<file path="config.mk">
export PLATFORM = sky130hd
export DESIGN_NAME = system_controller
export DESIGN_NICKNAME = d
export VERILOG_FILES = /design/src/rtl/system_controller_pkg.sv /design/src/rtl/system_controller.sv
export SDC_FILE = /design/constraint.sdc
export NUM_CORES = 1
export LEC_CHECK = 0
export CELL_PAD_IN_SITES_DETAIL_PLACEMENT = 0
export CELL_PAD_IN_SITES_GLOBAL_PLACEMENT = 2
export CORE_MARGIN = 1.5
export CORE_UTILIZATION = 35
export DETAILED_ROUTE_END_ITERATION = 16
export DONT_BUFFER_PORTS = 1
export GPL_TIMING_DRIVEN = 0
export PLACE_DENSITY = 0.8
export SETUP_SLACK_MARGIN = 0.1
export SYNTH_ARGS = -nofsm -noshare
export SYNTH_HDL_FRONTEND = slang
export SYNTH_SLANG_ARGS = --single-unit
</file>
<file path="constraint.sdc">
create_clock -name clk -period 2.4 [get_ports clk]
set_input_delay 0 -clock clk [delete_from_list [all_inputs] [get_ports clk]]
set_output_delay 0 -clock clk [all_outputs]
set_load 0.01 [all_outputs]
</file>
<file path="src/rtl/system_controller_pkg.sv">
// Shared command codes and FSM encoding for the UART register-access controller.
// Imported by the controller RTL and by its testbench.
package system_controller_pkg;

  localparam logic [7:0] CMD_WRITE = 8'hAA;
  localparam logic [7:0] CMD_READ  = 8'hBB;

  typedef enum logic [2:0] {
    IDLE    = 3'd0,
    WR_ADDR = 3'd1,
    WR_DATA = 3'd2,
    WRITE   = 3'd3,
    RD_ADDR = 3'd4,
    READ    = 3'd5,
    RD_WAIT = 3'd6,
    SEND    = 3'd7
  } state_t;

  function automatic logic is_strobe_state(state_t s);
    return (s == WRITE) || (s == READ);
  endfunction

endpackage

</file>
<file path="src/rtl/system_controller.sv">
// UART byte-command controller: 0xAA addr data -> register write,
// 0xBB addr -> register read, result sent back through the UART transmitter.
// Ports: clk, reset_n (sync, active-low); rx_data/rx_data_valid from UART RX;
// address/write_en/read_en/write_data/read_data/read_data_valid to the
// register file; tx_data/tx_data_valid/tx_busy to UART TX; cmd_error pulse.
module system_controller
  import system_controller_pkg::*;
#(
  parameter int DATA_WIDTH          = 8,
  parameter int REGISTER_FILE_DEPTH = 16,
  parameter int READ_TIMEOUT        = 4,
  localparam int ADDR_WIDTH         = $clog2(REGISTER_FILE_DEPTH)
) (
  input  logic                  clk,
  input  logic                  reset_n,
  input  logic [DATA_WIDTH-1:0] rx_data,
  input  logic                  rx_data_valid,
  output logic [ADDR_WIDTH-1:0] address,
  output logic                  write_en,
  output logic                  read_en,
  output logic [DATA_WIDTH-1:0] write_data,
  input  logic [DATA_WIDTH-1:0] read_data,
  input  logic                  read_data_valid,
  output logic [DATA_WIDTH-1:0] tx_data,
  output logic                  tx_data_valid,
  input  logic                  tx_busy,
  output logic                  cmd_error
);

  localparam int CNT_WIDTH = $clog2(READ_TIMEOUT + 1);
  localparam logic [CNT_WIDTH-1:0] CNT_LAST =
    CNT_WIDTH'(READ_TIMEOUT - 1);

  state_t                state_q;
  state_t                state_d;
  logic [CNT_WIDTH-1:0]  cnt_q;
  logic [CNT_WIDTH-1:0]  cnt_d;
  logic [ADDR_WIDTH-1:0] address_d;
  logic [DATA_WIDTH-1:0] write_data_d;
  logic [DATA_WIDTH-1:0] tx_data_d;
  logic                  cmd_error_d;
  logic                  is_wr_cmd;
  logic                  is_rd_cmd;

  assign is_wr_cmd = (rx_data == DATA_WIDTH'(CMD_WRITE));
  assign is_rd_cmd = (rx_data == DATA_WIDTH'(CMD_READ));

  // The response window is READ_TIMEOUT cycles long and starts with
  // the read_en cycle, since read data may already return there.
  always_comb begin
    state_d      = state_q;
    cnt_d        = cnt_q;
    address_d    = address;
    write_data_d = write_data;
    tx_data_d    = tx_data;
    cmd_error_d  = 1'b0;
    unique case (state_q)
      IDLE: begin
        if (rx_data_valid) begin
          unique case (1'b1)
            is_wr_cmd: state_d = WR_ADDR;
            is_rd_cmd: state_d = RD_ADDR;
            default:   cmd_error_d = 1'b1;
          endcase
        end
      end
      WR_ADDR: begin
        if (rx_data_valid) begin
          address_d = rx_data[ADDR_WIDTH-1:0];
          state_d   = WR_DATA;
        end
      end
      WR_DATA: begin
        if (rx_data_valid) begin
          write_data_d = rx_data;
          state_d      = WRITE;
        end
      end
      WRITE: begin
        state_d = IDLE;
      end
      RD_ADDR: begin
        if (rx_data_valid) begin
          address_d = rx_data[ADDR_WIDTH-1:0];
          cnt_d     = '0;
          state_d   = READ;
        end
      end
      READ: begin
        if (read_data_valid) begin
          tx_data_d = read_data;
          state_d   = SEND;
        end else if (READ_TIMEOUT <= 1) begin
          cmd_error_d = 1'b1;
          state_d     = IDLE;
        end else begin
          cnt_d   = CNT_WIDTH'(1);
          state_d = RD_WAIT;
        end
      end
      RD_WAIT: begin
        if (read_data_valid) begin
          tx_data_d = read_data;
          state_d   = SEND;
        end else if (cnt_q >= CNT_LAST) begin
          cmd_error_d = 1'b1;
          state_d     = IDLE;
        end else begin
          cnt_d = cnt_q + CNT_WIDTH'(1);
        end
      end
      SEND: begin
        if (!tx_busy) begin
          state_d = IDLE;
        end
      end
      default: begin
        state_d = IDLE;
      end
    endcase
  end

  // Strobes are registered from the next state so each is high exactly
  // while the FSM sits in its one-cycle WRITE or READ state.
  always_ff @(posedge clk) begin
    if (!reset_n) begin
      state_q    <= IDLE;
      cnt_q      <= '0;
      address    <= '0;
      write_data <= '0;
      tx_data    <= '0;
      write_en   <= 1'b0;
      read_en    <= 1'b0;
      cmd_error  <= 1'b0;
    end else begin
      state_q    <= state_d;
      cnt_q      <= cnt_d;
      address    <= address_d;
      write_data <= write_data_d;
      tx_data    <= tx_data_d;
      write_en   <= is_strobe_state(state_d) && (state_d == WRITE);
      read_en    <= is_strobe_state(state_d) && (state_d == READ);
      cmd_error  <= cmd_error_d;
    end
  end

  // Same-cycle handshake with the transmitter: fires the first cycle
  // SEND sees tx_busy low, and the FSM leaves SEND on that edge.
  assign tx_data_valid = (state_q == SEND) && !tx_busy;

endmodule

</file>
==> results of run 1 <==
## synth_stat cells (all sizes together)
cell / number / area [sq um]
nor3: 2 / 10.01
nand2b: 5 / 31.28
nor3b: 3 / 32.53
or2: 1 / 6.260
a211oi: 1 / 12.51
o21a: 1 / 7.510
or4: 1 / 7.510
nor4: 1 / 12.51
xnor2: 2 / 17.52
o31a: 1 / 8.760
nor2: 20 / 77.58
o32ai: 1 / 8.760
or3: 1 / 6.260
nor4b: 1 / 8.760
o21ai: 5 / 25.02
and3: 1 / 6.260
o41a: 1 / 11.26
or4b: 1 / 10.01
clkbuf: 3 / 11.26
mux2i: 13 / 130.1
ha: 2 / 25.02
and2: 2 / 12.51
a2111oi: 1 / 15.01
nand4bb: 1 / 11.26
buf: 3 / 17.52
nand3: 2 / 10.01
a2bb2oi: 2 / 17.52
a21oi: 13 / 65.06
nand2: 24 / 90.09
inv: 2 / 7.510
dfxtp: 29 / 580.6
nand4b: 1 / 8.760
nor2b: 4 / 25.02
## layout by cell type (no fill, tap or decap)
master and n:
a2111oi_2 1, o32ai_1 1, nor4_2 1, nand4bb_1 1, and2_1 2, or4b_1 1, xnor2_1 2, o21ai_0 5
nor2_1 19, o41a_1 1, clkbuf_1 4, nand3_1 2, dlygate4sd3_1 18, nor4b_1 1, nand2b_1 5, buf_2 2
a211oi_2 1, a2bb2oi_1 2, nand4b_1 1, or3_1 1, nand2_1 24, a21oi_1 13, nor3b_2 2, inv_1 2
and3_1 1, or2_2 1, ha_1 2, o31a_1 1, o21a_1 1, nor2b_1 4, buf_4 1, clkbuf_8 6
mux2i_1 13, nor3b_1 1, or4_1 1, dfxtp_1 29, nor3_1 2, nor2_2 1
## layout make-up
type,instances,area [sq um]
repair buffers,18,180.2
clock buffers,7,86.33
plain buffers,6,28.78
multi-input cells,114,710.7
flip-flops and latches,29,580.6
inverters,2,7.507
well taps,48,60.06
fillers,379,2007
## worst max-delay path: stages, from the launching register on
cell and delay (ns):
dfxtp_1 0.34, ha_1 0.21, ha_1 0.19, a211oi_2 0.28, nor3_1 0.10, o21a_1 0.19
dlygate4sd3_1 0.55
## power groups by stage
stage	clock network, W	logic [W]	registers, W
2_1_floorplan	0	0.0000233	0.000496
3_3_place_gp	0	0.0000287	0.000496
3_5_place_dp	0	0.0000289	0.000496
4_1_cts	0.000405	0.0000546	0.000486
5_1_grt	0.000427	0.0000594	0.000486
6_report	0.000392	0.0000545	0.000486
## layer usage
| layer | vias to the layer above | GRT usage |
|---|---|---|
| met5 | - | 0 |
| met4 | 0 | 0.06383 |
| met1 | 514 | 0.1993 |
| met3 | 6 | 0.05729 |
| met2 | 25 | 0.2760 |
| li1 | 570 | - |
## worst paths after layout
kind	to	slack, ns	cells after the start
setup / recovery	cmd_error$_SDFF_PN0_	0.44	6
hold / removal	state_q[1]$_SDFF_PN0_	0.04	3
setup reg to reg	cmd_error$_SDFF_PN0_	0.44	6
hold reg to reg	cnt_q[2]$_SDFFE_PN0P_	0.50	2
## logic make-up after synthesis
| group | Yosys count | share of synthesized area |
|---|---|---|
| xor+xnor | 2 | 0.01320 |
| mux | 13 | 0.09802 |
| simple gates | 71 | 0.2762 |
| compound gates | 26 | 0.1291 |
| fa+ha+maj | 2 | 0.01885 |
| buf+inv | 8 | 0.02734 |
| flops | 29 | 0.4373 |
## stage by stage
stage | setup WS (ns) | std cells | total power, W | utilization | cell area [sq um]
2_1_floorplan | 0.6806 | 151 | 0.0005190 | - | 1328
3_3_place_gp | 0.5048 | 199 | 0.0005249 | 0.3790 | 1388
3_5_place_dp | 0.4844 | 199 | 0.0005251 | 0.3790 | 1388
4_1_cts | 0.4314 | 224 | 0.0009452 | 0.4518 | 1654
5_1_grt | 0.3579 | 224 | 0.0009721 | 0.4518 | 1654
6_report | 0.4369 | 224 | 0.0009327 | 0.4518 | 1654
## flip-flops by register name, summed over array words and instances, names as in the netlist
signal	cells
address	4
cnt_q	3
tx_data	8
cmd_error	1
read_en	1
write_en	1
write_data	8
state_q	3
## repair_timing
action                                 4_1_cts  5_1_grt
endpoints found under the hold margin       26        0
hold buffers                                18        0
gates resized for setup                      0        0
==> flow_metrics.tcl, run 1 <==
set metrics [dict create \
    status "completed" \
    worst_hold_slack_ns 0.03864 \
    period_share 0.8180 \
    ir_drop_uv 406.9 \
    max_freq_mhz 509.4 \
    grt_pass1_vias 1139 \
    detail_route.wl_per_cell_um 14.00 \
    top_layer "met4" \
    hp-class "in2reg" \
    ant_nets 0 \
    netlist_area_sq_mm 0.001328 \
    core_sq_mm 0.003661 \
    drive_above_1_share 0.09091 \
    overflow 0 \
    drt_pre_antenna_iters 4 \
    num-nets-final 199 \
    drt_iter0_drc 58 \
    critPathKind "reg2reg" \
    rsz0062_at_grt "false" \
    area_growth_pct 24.60 \
    reg2reg_from "cnt_q[0]$_SDFFE_PN0P_" \
    slew_viol_final 0 \
    rows 22 \
    power.density_mw_per_mm2 563.8 \
    wl_met3_um 181 \
    cts.clk_slew.worst_paths_ns 0.06 \
    cap_violations 0 \
    ys_seq_area_frac 0.4373 \
    routed_via_density 4.978 \
    cts_setup_buffers 0 \
    sw_frac_of_total 0.2052 \
    wirelength_met1_um 1373 \
    finalSetupViolations 0 \
    clkPwrFrac 0.421 \
    num_vias 1115 \
    cts_buffers 5 \
    drt_wl_total_um 3135 \
    syn_nets 174 \
    htreeDepth 2 \
    worst_pin_slew_ns 0.5991 \
    clockBufferDepth 2 \
    p_seq_frac 0.521 \
    start_util 0.3626 \
    grt_max_degree 11 \
    finalHoldViolCount 0 \
    synth.avg_cell_area_sq_um 8.792 \
    p_sw_w 0.0001914 \
    die_w_um 64.59 \
    fin_setup_tns_ns 0 \
    end_kind "flop" \
    arrival_ns 2.13 \
    remaining_drc_errors 0 \
    skew_ns 0.002680 \
    fin_crit_ns 1.963 \
    critPathRequiredTime_ns 2.57 \
    antenna_found_initial 0 \
    syn_inst 151 \
    ys_types 36 \
    crit_fanout 4 \
    crit_path_start_kind "flop" \
    startpoint "cnt_q[0]$_SDFFE_PN0P_" \
    die_area_sq_mm 0.004171 \
    cts_tree "yes" \
    root_buffer "clkbuf_8" \
    internal_power_w 0.0007412 \
    clock-sinks 29 \
    diodes 0 \
    wl_met2_um 1529 \
    clk_latency_ns 0.28 \
    grt_first_pass_wirelength_um 5237 \
    p_comb_frac 0.058 \
    hp-start "read_data_valid" \
    io_pins 45 \
    relSlewSlack 0.5989 \
    ys_warn_count 0 \
    gp_congestion 0.7148 \
    die_h_um 64.59 \
    leakagePower_nw 0.5471 \
    dp_hpwl_um 2217 \
    port_buffers 0 \
    ys_ff_latch 29 \
    grt_use_total 0.1669 \
]
Note: power is estimated with default switching activity, not from simulation.
==> inputs of run 2 (changes only) <==
--- a/config.mk
+++ b/config.mk
@@ -8,11 +8,11 @@
 export CELL_PAD_IN_SITES_DETAIL_PLACEMENT = 0
 export CELL_PAD_IN_SITES_GLOBAL_PLACEMENT = 2
 export CORE_MARGIN = 1.5
-export CORE_UTILIZATION = 35
+export CORE_UTILIZATION = 31
 export DETAILED_ROUTE_END_ITERATION = 16
 export DONT_BUFFER_PORTS = 1
 export GPL_TIMING_DRIVEN = 0
-export PLACE_DENSITY = 0.8
+export PLACE_DENSITY = 0.75
 export SETUP_SLACK_MARGIN = 0.1
 export SYNTH_ARGS = -nofsm -noshare
 export SYNTH_HDL_FRONTEND = slang
==> constraint.sdc (replaced) <==
create_clock -name clk -period 1.7 [get_ports clk]
set_input_delay 0 -clock clk [delete_from_list [all_inputs] [get_ports clk]]
set_output_delay 0 -clock clk [all_outputs]
set_load 0.01 [all_outputs]
==> run 2 against run 1 <==
Net effect:
- the run now ends with setup timing left
- first-iteration DRC count shrank 19%
- utilization shrank 0.56 points
- largest power group unchanged
- final cell count grew 5.4%
- maximum frequency rose by 13%
- largest cell class unchanged
- worst setup slack worse by 0.47 ns
- clock power is 32% higher
- sequential share of layout area decreased by 2.3 points
==> flow_metrics.tcl, run 2 (synthesis gave the netlist of run 1 again) <==
set metrics [dict create \
    status "finished, violations left" \
    violations "setup timing" \
    diodes 0 \
    clk_latency_ns 0.27 \
    die_h_um 68.44 \
    die_area_sq_mm 0.004684 \
    finalHoldViolCount 0 \
    rows 23 \
    grt_first_pass_wirelength_um 5540 \
    drt_wl_total_um 3497 \
    whs_path_depth 3 \
    die_w_um 68.44 \
    hp-start "read_data_valid" \
    ant_nets 0 \
    cts_buffers 5 \
    rsz0062_at_grt "true" \
    detail_route.wl_per_cell_um 14.82 \
    arrival_ns 1.93 \
    total_power_w 0.001292 \
    period_share 1.018 \
    fin_crit_ns 1.730 \
    cts_tree "yes" \
    critPathKind "reg2reg" \
    num-nets-final 208 \
    hold_end "state_q[1]$_SDFF_PN0_" \
    finalSetupViolations 1 \
    grt_use_total 0.1636 \
    area_growth_pct 36.38 \
    ir_drop_uv 416.7 \
    core_sq_mm 0.004058 \
    final_cell_mix "24 x nand2_1, 23 x dfxtp_1, 19 x nor2_1, 19 x dlygate4sd3_1, 13 x mux2i_1" \
    slew_viol_final 0 \
    skew_ns 0.002420 \
    worst_r2r_path_depth 6 \
    port_buffers 0 \
    gp_congestion 0.7900 \
    grt_max_degree 11 \
    regToRegSetupSlack_ns -0.03 \
    max_freq_mhz 578.1 \
    reg_top3 "tx_data (8), write_data (8), address (4)" \
    fin_ws_ns -0.02987 \
    clockBufferDepth 2 \
    grt_pass1_vias 1162 \
    num_vias 1183 \
    overflow 0 \
    rr_endpoint "cnt_q[2]$_SDFFE_PN0P_" \
    leakagePower_nw 0.5989 \
    multi_input_area_sq_um 775.7 \
    crit_fanout 3 \
    reg2reg_from "cnt_q[1]$_SDFFE_PN0P_" \
    clock-sinks 29 \
    drt_pre_antenna_iters 4 \
    final_common_cell "nand2_1" \
    hp-class "in2reg" \
    remaining_drc_errors 0 \
    regArea_sq_um 593.1 \
    io_pins 45 \
    root_buffer "clkbuf_8" \
    worst_pin_slew_ns 0.6057 \
    drive_above_1_share 0.2043 \
    start_util 0.3272 \
    power.density_mw_per_mm2 713.4 \
    cap_violations 0 \
    routed_via_density 5.013 \
    drt_iter0_drc 47 \
    end_kind "flop" \
    critPathRequiredTime_ns 1.90 \
    dp_hpwl_um 2295 \
    antenna_found_initial 0 \
    htreeDepth 2 \
    utilization 0.4462 \
    cts.clk_slew.worst_paths_ns 0.06 \
    crit_path_start_kind "flop" \
    fillCellCount 399 \
    relSlewSlack 0.5957 \
]
[run 2: critical path, cell delays in order, from the launching register on]
cell and delay [ns]:
dfxtp_4 0.35, ha_4 0.16, ha_4 0.15, a211oi_4 0.27
a2bb2oi_2 0.11, or4_4 0.50, a21oi_2 0.12
[run 2: worst max-delay path by stage]
| stage | depth (start not counted) | from | slack (ns) | to |
|---|---|---|---|---|
| final | 6 | cnt_q[1]$_SDFFE_PN0P_ | -0.03 | cnt_q[2]$_SDFFE_PN0P_ |
| after CTS | 6 | cnt_q[1]$_SDFFE_PN0P_ | 0.01 | cnt_q[2]$_SDFFE_PN0P_ |
| after global routing | 6 | cnt_q[1]$_SDFFE_PN0P_ | -0.08 | cnt_q[2]$_SDFFE_PN0P_ |
| after detailed placement | 6 | cnt_q[0]$_SDFFE_PN0P_ | -0.13 | cnt_q[2]$_SDFFE_PN0P_ |
| after floorplan | 6 | cnt_q[0]$_SDFFE_PN0P_ | 0.002 | cnt_q[2]$_SDFFE_PN0P_ |
| after global placement | 5 | state_q[1]$_SDFF_PN0_ | -0.13 | write_en$_SDFF_PN0_ |
[run 2: layer usage]
metal | up-vias | track usage | wire, um
met5 | - | 0 | 0
met1 | 554 | 0.1970 | 1490
met4 | 0 | 0.06000 | 35
met3 | 4 | 0.05099 | 221
met2 | 39 | 0.2716 | 1750
li1 | 586 | - | -
[run 2: cell type report]
class	instances	share of cell area
multi-input cells	114	0.4285
well taps	50	0.03455
plain buffers	6	0.02281
inverters	2	0.004147
flip-flops and latches	29	0.3276
repair buffers	27	0.1382
clock buffers	8	0.04423
[run 2: repair_timing]
action	4_1_cts	5_1_grt
hold buffers	16	3
pin swaps	9	6
setup endpoints to repair	10	15
buffers inserted	7	2
gates resized for setup	10	10
endpoints found under the hold margin	26	5
cloned	0	0
[run 2: power breakdown]
group	total, W	switching [W]	internal [W]	leakage, nW
Sequential	0.000683	0.00000323	0.000680	0.237
Combinational	0.0000918	0.0000376	0.0000543	0.322
Clock	0.000517	0.000227	0.000290	0.0395
Total	0.00129	0.000268	0.00102	0.599
[run 2: through the flow]
stage	cells	worst slack, ns	hold slack (ns)	TNS (ns)	area [sq um]
after floorplan	151	0.002161	0.1175	0	1369
after global routing	236	-0.08368	0.03688	-0.2252	1810
after detailed placement	201	-0.1308	0.1281	-0.3070	1431
after CTS	232	0.009855	-0.1597	0	1753
after global placement	201	-0.1291	0.1247	-0.3095	1431
final	236	-0.02987	0.03099	-0.02987	1810
